[src/rtl/score_display_ctrl_if.sv]
// Game-logic side of the score/display controller: score commands in,
// score state and multiplexed 7-segment drive out.
interface score_display_ctrl_if #(
    parameter int NUM_DIGITS = 4
);
    logic                    score_inc;
    logic [3:0]              inc_amount;
    logic                    score_clr;
    logic                    show_high;
    logic [4*NUM_DIGITS-1:0] score_bcd;
    logic [4*NUM_DIGITS-1:0] high_bcd;
    logic                    new_high;
    logic                    saturated;
    logic [NUM_DIGITS-1:0]   Anode_Activate;
    logic [6:0]              LED_out;

    modport master (
        output score_inc, inc_amount, score_clr, show_high,
        input  score_bcd, high_bcd, new_high, saturated, Anode_Activate, LED_out
    );

    modport slave (
        input  score_inc, inc_amount, score_clr, show_high,
        output score_bcd, high_bcd, new_high, saturated, Anode_Activate, LED_out
    );
endinterface

[src/rtl/score_display_ctrl.sv]
// Packed-BCD score keeper with session high score and a time-multiplexed
// common-anode 7-segment driver; arithmetic is BCD add-with-carry only.
module score_display_ctrl #(
    parameter int NUM_DIGITS       = 4,
    parameter int REFRESH_DIV_BITS = 18,
    parameter int BLANK_LEADING    = 1
) (
    input  logic                clock_100Mhz,
    input  logic                reset,
    score_display_ctrl_if.slave bus
);
    localparam int W     = 4 * NUM_DIGITS;
    localparam int IDX_W = (NUM_DIGITS > 1) ? $clog2(NUM_DIGITS) : 1;
    localparam logic [W-1:0]     ALL_NINES = {NUM_DIGITS{4'h9}};
    localparam logic [IDX_W-1:0] LAST_IDX  = IDX_W'(NUM_DIGITS - 1);
    localparam logic [6:0]       SEG_OFF   = 7'h7F;

    logic [W-1:0]                score_q, score_d;
    logic [W-1:0]                high_q, high_d;
    logic                        saturated_q, saturated_d;
    logic                        new_high_q, new_high_d;
    logic                        armed_q, armed_d;
    logic [REFRESH_DIV_BITS-1:0] refresh_cnt_q, refresh_cnt_d;
    logic [IDX_W-1:0]            idx_q, idx_d;
    logic [NUM_DIGITS-1:0]       anode_q, anode_d;
    logic [6:0]                  led_q, led_d;

    function automatic logic [6:0] seg_encode(input logic [3:0] digit);
        case (digit)
            4'd0:    seg_encode = 7'b0000001;
            4'd1:    seg_encode = 7'b1001111;
            4'd2:    seg_encode = 7'b0010010;
            4'd3:    seg_encode = 7'b0000110;
            4'd4:    seg_encode = 7'b1001100;
            4'd5:    seg_encode = 7'b0100100;
            4'd6:    seg_encode = 7'b0100000;
            4'd7:    seg_encode = 7'b0001111;
            4'd8:    seg_encode = 7'b0000000;
            4'd9:    seg_encode = 7'b0000100;
            default: seg_encode = 7'b0000001;
        endcase
    endfunction

    // BCD ripple add of the clamped step at the units digit.
    logic [3:0] inc_step;
    logic [4:0] digit_sum;
    logic       carry;
    logic [W-1:0] sum_bcd;

    // NOTE: every combinational output gets a default before any branch so no latch is inferred.
    always_comb begin
        inc_step  = (bus.inc_amount > 4'd9) ? 4'd9 : bus.inc_amount;
        carry     = 1'b0;
        digit_sum = '0;
        sum_bcd   = '0;
        for (int k = 0; k < NUM_DIGITS; k++) begin
            digit_sum = {1'b0, score_q[4*k +: 4]} + {1'b0, (k == 0) ? inc_step : 4'd0}
                      + {4'd0, carry};
            if (digit_sum > 5'd9) begin
                sum_bcd[4*k +: 4] = 4'(digit_sum - 5'd10);
                carry             = 1'b1;
            end else begin
                sum_bcd[4*k +: 4] = digit_sum[3:0];
                carry             = 1'b0;
            end
        end
    end

    always_comb begin
        score_d = score_q;
        if (bus.score_clr)
            score_d = '0;
        else if (bus.score_inc)
            score_d = carry ? ALL_NINES : sum_bcd;
        saturated_d = (score_d == ALL_NINES);

        high_d     = (score_q > high_q) ? score_q : high_q;
        new_high_d = (score_q > high_q) && armed_q;
        armed_d    = bus.score_clr ? 1'b1 : (new_high_d ? 1'b0 : armed_q);
    end

    // Display scan: index steps once per refresh-counter wrap.
    logic [W-1:0]          disp_value;
    logic [3:0]            disp_digit;
    logic                  upper_zero;
    logic [NUM_DIGITS-1:0] blank_mask;

    always_comb begin
        refresh_cnt_d = refresh_cnt_q + 1'b1;
        idx_d         = idx_q;
        if (&refresh_cnt_q)
            idx_d = (idx_q == LAST_IDX) ? '0 : idx_q + 1'b1;

        disp_value = bus.show_high ? high_q : score_q;
        disp_digit = disp_value[4*idx_q +: 4];

        upper_zero = 1'b1;
        blank_mask = '0;
        for (int k = NUM_DIGITS - 1; k >= 0; k--) begin
            upper_zero    = upper_zero && (disp_value[4*k +: 4] == 4'd0);
            blank_mask[k] = (BLANK_LEADING != 0) && (k != 0) && upper_zero;
        end

        anode_d = ~(NUM_DIGITS'(1) << idx_q);
        led_d   = blank_mask[idx_q] ? SEG_OFF : seg_encode(disp_digit);
    end

    // NOTE: state registers use non-blocking assignments so all flops update from pre-edge values.
    always_ff @(posedge clock_100Mhz) begin
        if (reset) begin
            score_q       <= '0;
            high_q        <= '0;
            saturated_q   <= 1'b0;
            new_high_q    <= 1'b0;
            armed_q       <= 1'b1;
            refresh_cnt_q <= '0;
            idx_q         <= '0;
            anode_q       <= '1;
            led_q         <= SEG_OFF;
        end else begin
            score_q       <= score_d;
            high_q        <= high_d;
            saturated_q   <= saturated_d;
            new_high_q    <= new_high_d;
            armed_q       <= armed_d;
            refresh_cnt_q <= refresh_cnt_d;
            idx_q         <= idx_d;
            anode_q       <= anode_d;
            led_q         <= led_d;
        end
    end

    assign bus.score_bcd      = score_q;
    assign bus.high_bcd       = high_q;
    assign bus.saturated      = saturated_q;
    assign bus.new_high       = new_high_q;
    assign bus.Anode_Activate = anode_q;
    assign bus.LED_out        = led_q;
endmodule

[src/flat_wrapper.sv]
// flat-port wrapper written by rule: the top's interface ports become plain ports
module score_display_ctrl_flat 
#(
    parameter int NUM_DIGITS       = 4,
    parameter int REFRESH_DIV_BITS = 18,
    parameter int BLANK_LEADING    = 1
)
  (clock_100Mhz, reset, bus_score_inc, bus_inc_amount, bus_score_clr, bus_show_high, bus_score_bcd, bus_high_bcd, bus_new_high, bus_saturated, bus_Anode_Activate, bus_LED_out);
  score_display_ctrl_if #(.NUM_DIGITS(NUM_DIGITS)) bus_i ();
  input  logic clock_100Mhz;
  input  logic reset;
  input wire logic [$bits(bus_i.score_inc)-1:0] bus_score_inc;
  input wire logic [$bits(bus_i.inc_amount)-1:0] bus_inc_amount;
  input wire logic [$bits(bus_i.score_clr)-1:0] bus_score_clr;
  input wire logic [$bits(bus_i.show_high)-1:0] bus_show_high;
  output wire logic [$bits(bus_i.score_bcd)-1:0] bus_score_bcd;
  output wire logic [$bits(bus_i.high_bcd)-1:0] bus_high_bcd;
  output wire logic [$bits(bus_i.new_high)-1:0] bus_new_high;
  output wire logic [$bits(bus_i.saturated)-1:0] bus_saturated;
  output wire logic [$bits(bus_i.Anode_Activate)-1:0] bus_Anode_Activate;
  output wire logic [$bits(bus_i.LED_out)-1:0] bus_LED_out;
  assign bus_i.score_inc = bus_score_inc;
  assign bus_i.inc_amount = bus_inc_amount;
  assign bus_i.score_clr = bus_score_clr;
  assign bus_i.show_high = bus_show_high;
  assign bus_score_bcd = bus_i.score_bcd;
  assign bus_high_bcd = bus_i.high_bcd;
  assign bus_new_high = bus_i.new_high;
  assign bus_saturated = bus_i.saturated;
  assign bus_Anode_Activate = bus_i.Anode_Activate;
  assign bus_LED_out = bus_i.LED_out;
  score_display_ctrl #(.NUM_DIGITS(NUM_DIGITS), .REFRESH_DIV_BITS(REFRESH_DIV_BITS), .BLANK_LEADING(BLANK_LEADING)) u_core (.clock_100Mhz(clock_100Mhz), .reset(reset), .bus(bus_i));
endmodule
[config.mk]
export PLATFORM = sky130hd
export DESIGN_NAME = score_display_ctrl_flat
export DESIGN_NICKNAME = d
export VERILOG_FILES = /design/src/rtl/score_display_ctrl_if.sv /design/src/rtl/score_display_ctrl.sv /design/src/flat_wrapper.sv
export SDC_FILE = /design/constraint.sdc
export NUM_CORES = 1
export LEC_CHECK = 0
export BUFFER_PORTS_ARGS = -buffer_cell sky130_fd_sc_hd__buf_2
export CORE_UTILIZATION = 53
export DETAILED_ROUTE_END_ITERATION = 10
export GPL_ROUTABILITY_DRIVEN = 0
export GPL_TIMING_DRIVEN = 0
export HOLD_SLACK_MARGIN = 0.03
export PLACE_DENSITY = 0.77
export SKIP_LAST_GASP = 1
export SLEW_MARGIN = 20
export SYNTH_ARGS = -nofsm -noshare
export SYNTH_HDL_FRONTEND = slang
export SYNTH_SLANG_ARGS = --single-unit
[constraint.sdc]
create_clock -name clock_100Mhz -period 6.9 [get_ports clock_100Mhz]
set_clock_uncertainty 0.05 [all_clocks]
set_input_delay 1.035 -clock clock_100Mhz [delete_from_list [all_inputs] [get_ports clock_100Mhz]]
set_output_delay 1.035 -clock clock_100Mhz [all_outputs]
set_load 0.05 [all_outputs]
==> run_results.csv <==
group,metric,value,unit
outcome,outcome,"completed",
die,die-area,8515,um2
layout,n_antenna_cell,0,
global_routing,grt_pass1_vias,3687,
clocking,clk_transition_reported_paths,0.07,ns
timing,max_freq,152.7,MHz
critical_path,crit_type,"primary input to register",
layout,design_area,4941,um2
critical_path,path_max_fanout,10,
worst_hold_path,holdCritPathClass,"register to register",
synthesis,syn_inst,507,
synthesis,synth_top_family_by_area,"simple AND/OR/NAND/NOR gates",
worst_hold_path,hold-path-endpoint,"u_core.bus.new_high",
placed_design,dp_hpwl,8086,um
timing,finalSetupViolations,0,
clocking,clock_sinks,66,
layout,syn_to_final_growth,14.40,%
synthesis,synth.largest_area_cell,"dfxtp_1",
synthesis,synth_most_common_cell,"dfxtp_1",
timing,hold_viol,0,
clocking,cts_buffers,9,
clocking,clock_latency,0.35,ns
drt,wl_met1,5020,um
die,row_count,32,
placed_design,dp_cells,659,
global_routing,grt_max_degree,11,
global_routing,grt_pass1_wl,17740,um
synthesis,ys.flop_type,"dfxtp_1",
critical_path,worstSetupEndpointType,"register",
clocking,cts_root_buf,"clkbuf_8",
clocking,cts_tree,"yes",
drt,viasPerCell,5.803,
synthesis,synth_edf_count,0,
synthesis,synthXorXnorAreaFrac,4.056,%
drt,met3_length,669,um
synthesis,muxShareOfSynthArea,10.02,%
die,die_y,92.28,um
timing,min_period,6.550,ns
layout,fin_nets,618,
synthesis,synth-seq-area-share,30.59,%
drt,drtIter0Drc,205,
drt,drc_errors,0,
drt,ant_nets,0,
critical_path,cp.arrival,6.76,ns
timing,hold_slack,0.3936,ns
placed_design,postPlaceCellArea,4697,um2
synthesis,synth_top_area_share,30.59,%
timing,report.final.slew_viol_count,0,
critical_path,cp_common_cell,"ha_2",
timing,relSlewSlack,63.25,%
global_routing,antenna_found_initial,0,
die,io_pins,54,
global_routing,grt_overflow,0,
timing,rsz0062_at_grt,"no",
run,cap_viol_max_count,0,
die,core_area,7807,um2
synthesis,async_reset_ff_share,0,%
timing,period_share,94.92,%
power_and_ir_drop,leakage,2.082,nW
drt,vias,3917,
critical_path,cp.required,7.11,ns
critical_path,r2r_cells,26,
worst_hold_path,min-delay-start,"u_core.armed_q",
critical_path,r2r_start,"u_core.bus.score_bcd[0]",
synthesis,syn-num-nets,555,
synthesis,syn-cell-area,4319,um2
global_routing,track_usage,26.58,%
synthesis,synth_area_leaders,"dfxtp_1 (31%), ha_1 (11%), nor2_1 (5.5%), mux2i_1 (4.2%), mux4_2 (4.2%)",
synthesis,ys_ff_latch,66,
synthesis,ys_top_cells_by_count,"dfxtp_1 (66), nor2_1 (63), ha_1 (38)",
die,start_util,55.32,%
power_and_ir_drop,ir_drop,108.0,uV
synthesis,synthAdderAreaFrac,11.47,%
placed_design,io_buffers,50,
critical_path,reg2reg_to,"u_core.bus.saturated",
synthesis,syn_avg_cell_area,8.519,um2
clocking,clk_path_buf_depth,2,
timing,fin_tns_setup,0,ns
critical_path,r2r_slack,0.69,ns
drt,wl_per_cell,16.13,um
layout,drive_gt1_share,19.90,%
synthesis,ys_warn_count,0,
layout,instances_no_fill,675,
drt,wl,10890,um
clocking,cts.htree.levels,3,
critical_path,crit_path_start_kind,"primary input",
timing,tightest_slew,0.5513,ns
drt,drtPass1Iterations,5,
critical_path,crit_slowest_cell,"fa_1",
synthesis,synthDistinctLibCells,72,
critical_path,critical_path.max_stage_delay,0.43,ns
die,die_x,92.28,um
worst_hold_path,holdPathStages,2,
drt,dr.max_layer_used,"met4",
synthesis,synth_compound_area_share,16.63,%
drt,wl_met2,4995,um
power_and_ir_drop,pwr_density_cell,183.3,nW/um2
synthesis,yosys.area_share.simple,20.31,%
-- logic make-up after synthesis --
| logic type | after synthesis |
|---|---|
| multiplexers | 31 |
| flip-flops | 66 |
| AND/OR/NAND/NOR | 177 |
| AO/OA/AOI/OAI | 109 |
| XOR/XNOR | 20 |
| adder cells (fa/ha/maj) | 39 |
| buffers and inverters | 65 |
-- cell usage in the layout, fill, tap and decap left out, types with 11 or more instances in the layout --
cell type	n
a21oi_1	24
buf_2	58
clkbuf_1	11
clkbuf_8	11
dfxtp_1	66
ha_1	32
inv_1	34
mux2i_1	18
nand2_1	37
nand2b_1	12
nand3_1	13
nor2_1	63
o21ai_0	25
xor2_1	14
-- power by group --
part	internal [W]	switching, W	total [W]
sequential	0.000394	0.0000119	0.000406
combinational	0.0000800	0.000127	0.000207
clock	0.000146	0.000147	0.000293
total	0.000620	0.000286	0.000906
-- layout make-up --
cell class	count	area (um2)
tap	102	127.6
buffer	26	152.6
timing repair buffer	54	280.3
clock buffer	12	155.1
sequential	66	1321
clock inverter	2	13.76
inverter	37	138.9
multi-input combinational	376	2751
fill	692	2867
-- timing repair --
item,in CTS,in global routing
setup endpoints to repair,2,11
hold buffers,0,0
pin swaps,0,2
gates resized for setup,3,9
endpoints found under the hold margin,0,0
cloned,0,0
buffers inserted,0,4
-- metrics by stage --
stage,utilization [%],total power [W],worst slack [ns]
final,63.29,0.0009058,0.3505
after floorplan,-,0.0005736,0.3639
after CTS,62.40,0.0009052,0.03079
after global placement,60.16,0.0006111,-0.4596
after global routing,63.29,0.0009410,0.0006408
after detailed placement,60.16,0.0006159,-0.5286
-- worst max-delay path: cells and delay by family --
| family | cells | cell delay [ns] |
|---|---|---|
| and+or+nand+nor | 6 | 1.05 |
| adders and majority gates | 8 | 2.20 |
| xor gates and xnor gates | 1 | 0.19 |
| buffers and inverters | 4 | 0.38 |
| AOI/OAI and AO/OA | 10 | 1.89 |
-- registers in the layout (all words and copies together) (netlist names) --
signal and flops:
u_core.armed_q 1, u_core.bus.score_bcd 16, u_core.bus.Anode_Activate 4, u_core.bus.high_bcd 16, u_core.idx_q 2, u_core.bus.new_high 1, u_core.bus.LED_out 7, u_core.bus.saturated 1
u_core.refresh_cnt_q 18
-- worst max path at each step --
stage / from / to / slack, ns / cells past startpoint
floorplan: bus_inc_amount[2] / u_core.bus.saturated / 0.36 / 28
global placement: bus_inc_amount[2] / u_core.bus.saturated / -0.46 / 29
detailed placement: bus_inc_amount[3] / u_core.bus.saturated / -0.53 / 30
CTS: bus_inc_amount[3] / u_core.bus.saturated / 0.03 / 30
global route: bus_inc_amount[3] / u_core.bus.saturated / 0.0006 / 29
finish: bus_inc_amount[3] / u_core.bus.saturated / 0.35 / 29
-- per-layer routing --
layer  track usage (%)  vias to the layer above
met1             35.23                     1849
met2             42.91                      130
li1                  -                     1918
met3             4.892                       20
met4             9.896                        0
met5                 0                        -
Note: power is estimated with default switching activity, not from simulation.
